`src/rtl/decode_if.sv`:
```
// decode_if: instruction, issue and writeback signals of the decode stage
interface decode_if;
  logic [15:0] i_inst;
  logic        i_inst_valid;
  logic        o_inst_ready;
  logic [7:0]  o_data1;
  logic [7:0]  o_data2;
  logic [8:0]  o_aluOp;
  logic [2:0]  o_rd;
  logic        o_valid;
  logic        i_ready;
  logic        i_wb_en;
  logic [2:0]  i_wb_addr;
  logic [7:0]  i_wb_data;
  logic        o_err;
  logic [7:0]  o_issue_cnt;
  modport master (
    output i_inst, i_inst_valid, i_ready, i_wb_en, i_wb_addr, i_wb_data,
    input  o_inst_ready, o_data1, o_data2, o_aluOp, o_rd, o_valid, o_err, o_issue_cnt
  );
  modport slave (
    input  i_inst, i_inst_valid, i_ready, i_wb_en, i_wb_addr, i_wb_data,
    output o_inst_ready, o_data1, o_data2, o_aluOp, o_rd, o_valid, o_err, o_issue_cnt
  );
endinterface

```
`src/rtl/decode_stage.sv`:
```
// decode_stage: decode, register file and pending scoreboard with 1-cycle issue.
// Define DECODE_BYPASS_EN to forward a same-cycle writeback into stall check and operand reads.
module decode_stage (
  input logic     i_clk,
  input logic     i_rst_n,
  decode_if.slave d
);
  logic [7:0] rf [8];
  logic [7:0] pend;
  logic [7:0] pend_chk;
  logic [7:0] rd1;
  logic [7:0] rd2;
  logic [7:0] wb_clr;
  logic [7:0] add_set;
  logic [3:0] op;
  logic [2:0] rd;
  logic [2:0] rs1;
  logic [2:0] rs2;
  logic [7:0] imm;
  logic       stall;
  logic       acc;
  logic       issue;
  logic       ldi;
  logic       ill;
  assign op  = d.i_inst[15:12];
  assign rd  = d.i_inst[11:9];
  assign rs1 = d.i_inst[8:6];
  assign rs2 = d.i_inst[5:3];
  assign imm = d.i_inst[7:0];
  assign wb_clr = d.i_wb_en ? 8'd1 << d.i_wb_addr : 8'd0;
`ifdef DECODE_BYPASS_EN
  assign pend_chk = pend & ~wb_clr;
  assign rd1 = (d.i_wb_en && d.i_wb_addr == rs1) ? d.i_wb_data : rf[rs1];
  assign rd2 = (d.i_wb_en && d.i_wb_addr == rs2) ? d.i_wb_data : rf[rs2];
`else
  assign pend_chk = pend;
  assign rd1 = rf[rs1];
  assign rd2 = rf[rs2];
`endif
  always_comb begin
    stall = (op == 4'd1) ? (pend_chk[rs1] | pend_chk[rs2] | pend_chk[rd]) :
            (op == 4'd2) ? pend_chk[rs1] :
            (op == 4'd3) ? pend_chk[rd] : 1'b0;
    d.o_inst_ready = ~stall & (~d.o_valid | d.i_ready);
    acc     = d.i_inst_valid & d.o_inst_ready;
    issue   = acc & (op < 4'd3);
    ldi     = acc & (op == 4'd3);
    ill     = acc & (op[3:2] != 2'b00);
    add_set = (acc && op == 4'd1) ? 8'd1 << rd : 8'd0;
  end
  // LDI is written after the writeback so it wins on a shared target
  always_ff @(posedge i_clk or negedge i_rst_n)
    if (!i_rst_n) begin
      for (int i = 0; i < 8; i++) rf[i] <= '0;
    end else begin
      if (d.i_wb_en) rf[d.i_wb_addr] <= d.i_wb_data;
      if (ldi) rf[rd] <= imm;
    end
  always_ff @(posedge i_clk or negedge i_rst_n)
    if (!i_rst_n) begin
      pend          <= '0;
      d.o_valid     <= 1'b0;
      d.o_data1     <= '0;
      d.o_data2     <= '0;
      d.o_aluOp     <= '0;
      d.o_rd        <= '0;
      d.o_err       <= 1'b0;
      d.o_issue_cnt <= '0;
    end else begin
      pend <= (pend & ~wb_clr) | add_set;
      if (ill) d.o_err <= 1'b1;
      if (issue) begin
        d.o_valid     <= 1'b1;
        d.o_data1     <= rd1;
        d.o_data2     <= (op == 4'd1) ? rd2 : 8'd0;
        d.o_aluOp     <= {7'd0, op[1:0]};
        d.o_rd        <= rd;
        d.o_issue_cnt <= d.o_issue_cnt + 8'd1;
      end else if (d.i_ready) begin
        d.o_valid <= 1'b0;
      end
    end
endmodule
```
`src/flat_wrapper.sv`:
```
// flat-port wrapper written by rule: the top's interface ports become plain ports
module decode_stage_flat 
  (i_clk, i_rst_n, d_i_inst, d_i_inst_valid, d_i_ready, d_i_wb_en, d_i_wb_addr, d_i_wb_data, d_o_inst_ready, d_o_data1, d_o_data2, d_o_aluOp, d_o_rd, d_o_valid, d_o_err, d_o_issue_cnt);
  decode_if d_i ();
  input logic i_clk;
  input logic i_rst_n;
  input wire logic [$bits(d_i.i_inst)-1:0] d_i_inst;
  input wire logic [$bits(d_i.i_inst_valid)-1:0] d_i_inst_valid;
  input wire logic [$bits(d_i.i_ready)-1:0] d_i_ready;
  input wire logic [$bits(d_i.i_wb_en)-1:0] d_i_wb_en;
  input wire logic [$bits(d_i.i_wb_addr)-1:0] d_i_wb_addr;
  input wire logic [$bits(d_i.i_wb_data)-1:0] d_i_wb_data;
  output wire logic [$bits(d_i.o_inst_ready)-1:0] d_o_inst_ready;
  output wire logic [$bits(d_i.o_data1)-1:0] d_o_data1;
  output wire logic [$bits(d_i.o_data2)-1:0] d_o_data2;
  output wire logic [$bits(d_i.o_aluOp)-1:0] d_o_aluOp;
  output wire logic [$bits(d_i.o_rd)-1:0] d_o_rd;
  output wire logic [$bits(d_i.o_valid)-1:0] d_o_valid;
  output wire logic [$bits(d_i.o_err)-1:0] d_o_err;
  output wire logic [$bits(d_i.o_issue_cnt)-1:0] d_o_issue_cnt;
  assign d_i.i_inst = d_i_inst;
  assign d_i.i_inst_valid = d_i_inst_valid;
  assign d_i.i_ready = d_i_ready;
  assign d_i.i_wb_en = d_i_wb_en;
  assign d_i.i_wb_addr = d_i_wb_addr;
  assign d_i.i_wb_data = d_i_wb_data;
  assign d_o_inst_ready = d_i.o_inst_ready;
  assign d_o_data1 = d_i.o_data1;
  assign d_o_data2 = d_i.o_data2;
  assign d_o_aluOp = d_i.o_aluOp;
  assign d_o_rd = d_i.o_rd;
  assign d_o_valid = d_i.o_valid;
  assign d_o_err = d_i.o_err;
  assign d_o_issue_cnt = d_i.o_issue_cnt;
  decode_stage u_core (.i_clk(i_clk), .i_rst_n(i_rst_n), .d(d_i));
endmodule
```
`config.mk`:
```
export PLATFORM = sky130hd
export DESIGN_NAME = decode_stage_flat
export DESIGN_NICKNAME = d
export VERILOG_FILES = /design/src/rtl/decode_if.sv /design/src/rtl/decode_stage.sv /design/src/flat_wrapper.sv
export SDC_FILE = /design/constraint.sdc
export NUM_CORES = 1
export LEC_CHECK = 0
export ABC_AREA = 1
export BUFFER_PORTS_ARGS = -buffer_cell sky130_fd_sc_hd__buf_2
export CORE_ASPECT_RATIO = 1.25
export CORE_UTILIZATION = 35
export DETAILED_ROUTE_END_ITERATION = 12
export REMOVE_ABC_BUFFERS = 1
export SLEW_MARGIN = 40
export SYNTH_ARGS = -nofsm -noshare
export SYNTH_HDL_FRONTEND = slang
export SYNTH_SLANG_ARGS = --single-unit
```
`constraint.sdc`:
```
create_clock -name i_clk -period 2 [get_ports i_clk]
set_clock_uncertainty 0.15 [all_clocks]
set_input_delay 0.4 -clock i_clk [delete_from_list [all_inputs] [get_ports i_clk]]
set_output_delay 0.4 -clock i_clk [all_outputs]
set_load 0.005 [all_outputs]
```
## Yosys cells after proc, flatten, opt, wreduce, memory -nomap -nowiden

Index checks and enable logic that the tools add are counted.

| word-level totals | value |
|---|---|
| bits in writable memories | 0 |
| register bits after elaboration | 103 |
| latch bits | 0 |
| memories kept | 0 |
| input port bits | 32 |
| bits in read-only memories | 0 |
| word-level logic and storage cells | 82 |

| operators by class | value |
|---|---|
| eq/ne operators | 3 |
| magnitude comparators | 10 |
| div/mod/pow operators | 0 |
| $add $sub $neg | 1 |
| muxes and demuxes | 28 |
| shift-type cells | 2 |
| multipliers | 0 |
| bitwise logic cells | 17 |
| reductions and logical operators | 5 |

Operators with widths:

| operator | number |
|---|---|
| bitwise mux 64 bit | 2 |
| two-way mux 64 bit | 2 |
| two-way mux 8 bit | 9 |
| binary-select mux 8 bit (select 3 bit) | 2 |
| demux 8 bit (select 3 bit) | 2 |
| >= comparator 4 bit, second input constant | 4 |
| inverter 3 -> 4 bit | 4 |
| left shift 1 x 3 -> 8 bit, first input constant | 2 |
| less-than comparator 3 x 4 -> 1 bit, second input constant | 3 |
| binary-select mux 1 bit (select 3 bit) | 3 |
| adder 8 x 1 -> 8 bit, second input constant | 1 |
| bitwise AND 8 bit | 1 |
| == test 4 x 2 -> 1 bit, second input constant | 2 |
| less-than comparator 4 x 1 -> 1 bit, second input constant | 2 |
| two-way mux 1 bit | 8 |
| inverter 8 bit | 1 |
| OR 8 bit | 1 |
| bitwise AND 1 bit | 5 |
| == test 4 x 1 -> 1 bit, second input constant | 1 |
| less-than comparator 4 x 2 -> 1 bit, second input constant | 1 |
| nonzero test 2 bit | 2 |
| logical AND 1 bit | 3 |
| OR 1 bit | 3 |
| inverter 1 bit | 2 |

## Depth between registers and ports, before layout

| depth | value |
|---|---|
| depth after elaboration | 11 |
| depth in mapped cells | 13 |

## Least setup slack after synthesis

OpenSTA, ideal clock, no wires.

| timing | value |
|---|---|
| path type | input to output |
| start point | in d_i_inst[9] |
| end point | out d_o_inst_ready |
| buffers on the path | 3 |
| data arrival time | 1460 ps |
| path slack | -10 ps |
| stages | 11 |
| cells stage by stage | buf_2 inv_1 nand2_1 nor2_1 nor2_1 nand3_1 nand3_1 nand2_1 nor2_4 buf_6 buf_6 |

| between the ends | value |
|---|---|
| word-level cells in the longest chain between the ends | 7 |
| elaborated cells between the ends (all ways) | 8 |
| classes of those cells | mux (5); bitwise (3) |

Ends and longest elaborated chain:

| item | RTL line | RTL |
|---|---|---|
| start, declared | flat_wrapper.sv:7 | `input wire logic [$bits(d_i.i_inst)-1:0] d_i_inst;` |
| binary-select mux 1 bit (select 3 bit) * | decode_stage.sv:41, decode_stage.sv:43 |  |
| two-way mux 1 bit (implied by the code) * | decode_stage.sv:41, decode_stage.sv:43 |  |
| two-way mux 1 bit | decode_stage.sv:43 | `(op == 4'd3) ? pend_chk[rd] : 1'b0;` |
| two-way mux 1 bit | decode_stage.sv:42 | `(op == 4'd2) ? pend_chk[rs1] :` |
| two-way mux 1 bit * | decode_stage.sv:41 | `stall = (op == 4'd1) ? (pend_chk[rs1] \| pend_chk[rs2] \| pend_chk[rd]) :` |
| inverter 1 bit * | decode_stage.sv:44 | `d.o_inst_ready = ~stall & (~d.o_valid \| d.i_ready);` |
| bitwise AND 1 bit * | decode_stage.sv:44 |  |
| end, declared | flat_wrapper.sv:13 | `output wire logic [$bits(d_i.o_inst_ready)-1:0] d_o_inst_ready;` |

Every way passes the cells marked *; elsewhere a longest branch is shown, timed or not. The select of a mux whose other input is x is not followed.

## Final worst setup path

| timing | value |
|---|---|
| start point | reg u_core.pend[1] |
| end point | out d_o_inst_ready |

| between the ends | value |
|---|---|
| word-level cells in the longest chain between the ends | 7 |
| elaborated cells between the ends (all ways) | 13 |
| classes of those cells | mux (9); bitwise (4) |

Ends and longest elaborated chain:

| item | RTL line | RTL |
|---|---|---|
| start, declared | decode_stage.sv:9 | `logic [7:0] pend;` |
| start signal, assigned | decode_stage.sv:70 | `pend <= (pend & ~wb_clr) \| add_set;` |
| binary-select mux 1 bit (select 3 bit) (on tied branches) | decode_stage.sv:41, decode_stage.sv:43, decode_stage.sv:42 |  |
| two-way mux 1 bit (on tied branches) | decode_stage.sv:41, decode_stage.sv:43, decode_stage.sv:42 |  |
| two-way mux 1 bit / OR 1 bit (equally long branches) | decode_stage.sv:43, decode_stage.sv:41 |  |
| two-way mux 1 bit / OR 1 bit (equally long branches) | decode_stage.sv:42, decode_stage.sv:41 |  |
| two-way mux 1 bit * | decode_stage.sv:41 |  |
| inverter 1 bit * | decode_stage.sv:44 |  |
| bitwise AND 1 bit * | decode_stage.sv:44 |  |

Marked as above.

==> results.cfg <==
[power_and_ir_drop]
cellPowerDensity_mw_per_mm2 = 775
finalPower_mw = 6.88
max-vdd-ir-drop_v = 0.000466
p_leak_nw = 4.50

[yosys]
synth_area_leaders = dfrtp_1 35%, nand2_1 21%, o21ai_0 14%
yosysWarnings = 0
synth_top_area_share_pct = 35.1
ys.flop_type = dfrtp_1
synth_area_mm2 = 0.00735
synth_edf_count = 0
ys_seq_elements = 103
yosysSeqAreaShare_pct = 35.1
synthArstFlopShare_pct = 100
synth_cell_types = 27
synth_most_common_cell = nand2_1
ys_top_cells_by_count = 413 x nand2_1, 199 x o21ai_0, 108 x nand4_1, 103 x dfrtp_1, 73 x inv_1
avgSynthCellArea_um2 = 6.43
synth_cells = 1142
synth_top_area_cell = dfrtp_1

[drt]
wl_per_cell_um = 18.1
drc_errors = 0
viasPerCell = 5.47
drtAntennaViolNets = 0
wirelength_mm = 26.8
dr.pass1.iters = 5
drtIter0Drc = 648
dr_total_vias = 8124

[global_routing]
grt_max_degree = 56
grt_pass1_vias = 7306
track_usage_pct = 24.0
grt_pass1_wl_mm = 40.2
antenna_found_initial = 0
grt_overflow_total = 0

[setup_path]
crit_top_cell = nand2_1
cp_data_arrival_time_ns = 1.63
cp.required_ns = 1.45
path_class = reg -> out
slowest_delay_ns = 0.46
cp_slowest_cell = dfrtp_2
path_depth = 9
path_buf_inv = 2
critical-path-top-delay-family = simple AND/OR/NAND/NOR gates
r2r_cells = 14
crit_chain = nand2_1 -> nand3_1 -> nand2_1 -> nand2_1 -> nand3_1 -> nand2_2 -> nor2_4 -> buf_6 -> buf_6
cp-end-kind = primary output
critPathMaxFanout = 4
critPathLaunchType = register

[sta]
hold_slack_ns = 0.177
fmax_mhz = 458
hold_violations = 0
min_period_ns = 2.18
grt_setup_unrepaired = yes
worst_slack_ns = -0.184
setup_viol = 95
min_period_over_period_pct = 109
worstMarginPinSlew_ns = 0.605
slew_headroom_pct = 59.7
slew_violations = 0

[finish]
nets = 1243
drive_above_1_share_pct = 15.2
antennaDiodeCount = 0
fin_cells = 1485
area_growth_pct = 20.9

[cts]
htree_levels = 3
cts_sinks = 103
clk_transition_reported_paths_ns = 0.09
cts_made_buffers = 9
cts_tree = yes
cts_max_path_buffers = 2
cts-root-buf = clkbuf_16
worstSkewPairLatency_ns = 0.37

[run_status]
violations = setup timing
status = finished, violations left

[die]
ioPinCount = 71
coreArea_mm2 = 0.0203
die-area_mm2 = 0.0216
die_h_um = 164
initial_core_util_pct = 36.2
die_x_um = 132
rows = 58

[min_path]
min_path_cells = 3
min_path_type = in -> reg

[placement]
port-buffer-count = 63
gp_congestion = 0.848
dp_hpwl_mm = 17.3
place_inst = 1454

[job]
cap_violations = 0
==> cell usage in the layout, fill, tap and decap left out, types with 2 or more instances in the layout <==
cell type	instances
buf_2	60
buf_12	18
nor2_4	2
nand4_1	108
nand3_1	36
nor2_1	39
buf_6	8
nand3_4	2
o21ai_0	199
nand2_1	406
inv_1	70
dfrtp_2	4
inv_8	4
a21oi_1	50
xor2_1	5
clkbuf_16	14
and2_0	4
buf_4	52
inv_2	5
conb_1	7
dfrtp_1	99
nor2_2	2
nand2_2	8
==> metrics by stage <==
stage	setup WS [ns]	setup TNS (ns)	cell area [um^2]	utilization (%)
after floorplan	-2.08	-196.46	6860	-
after global placement	-0.0637	-2.89	8250	40.6
after detailed placement	-0.0779	-2.32	8250	40.6
after CTS	-0.151	-0.151	8610	42.4
after global routing	-0.233	-14.01	8880	43.7
final	-0.184	-6.14	8880	43.7
==> cell families (layout without fill, tap and decap cells) <==
| group | Yosys count | after routing | share of synthesized area, % |
|---|---|---|---|
| other cells | 1 | 7 | 0.0510 |
| buf+inv | 171 | 238 | 10.8 |
| simple gates | 609 | 609 | 36.0 |
| compound gates | 251 | 251 | 17.2 |
| xor+xnor | 6 | 6 | 0.715 |
| flops | 103 | 103 | 35.1 |
| fa+ha+maj | 1 | 1 | 0.170 |
==> cell type report <==
type / count / area, um^2
clock buffer: 9 / 225
clock inverter: 7 / 92.6
fill: 2141 / 11400
inverter: 76 / 285
multi-input combinational: 874 / 4040
sequential: 103 / 2580
tap: 270 / 338
timing repair buffer: 146 / 1320
==> timing repair <==
item | CTS | global route
gates resized for setup | 10 | 21
hold buffers | 1 | 0
setup endpoints to repair | 1 | 102
endpoints found under the hold margin | 32 | 0
cloned | 0 | 9
pin swaps | 5 | 5
setup buffers | 2 | 3
==> tightest hold or removal path: stages <==
cell and delay (ns):
buf_2 0.13, nand4_1 0.09, nand2_1 0.05
==> path summary, 6_finish.rpt <==
kind / startpoint / to / slack (ns)
max: u_core.pend[1]$_DFF_PN0_ / d_o_inst_ready / -0.18
min: d_i_inst[11] / u_core.d.o_rd[2]$_DFFE_PN0P_ / 0.18
max reg2reg: u_core.pend[1]$_DFF_PN0_ / u_core.d.o_data1[4]$_DFFE_PN0P_ / -0.11
min reg2reg: u_core.d.o_data1[7]$_DFFE_PN0P_ / u_core.d.o_data1[7]$_DFFE_PN0P_ / 0.32
max in group asynchronous: i_rst_n / u_core.rf[54]$_DFF_PN0_ / 0.65
min in group asynchronous: i_rst_n / u_core.rf[17]$_DFF_PN0_ / 0.43
==> power breakdown <==
| group | switching (mW) | internal, mW |
|---|---|---|
| Clock | 0.963 | 1.02 |
| Combinational | 1.30 | 0.840 |
| Sequential | 0.275 | 2.49 |
==> sequential cells by signal, summed over array words and instances, names as in the netlist <==
register,flops
u_core.pend,8
u_core.d.o_aluOp,2
u_core.d.o_err,1
u_core.d.o_rd,3
u_core.d.o_data2,8
u_core.d.o_data1,8
u_core.d.o_valid,1
u_core.d.o_issue_cnt,8
u_core.rf,64
==> routing by layer <==
metal  up-vias  global-route usage, %  routed length (um)
met1      3840                   31.1               11400
met2       313                   41.1               13000
met3        46                   2.44                1660
met5         -                      0                   0
li1       3925                      -                   -
met4         0                   9.25                 733
Note: power is estimated with default switching activity, not from simulation.
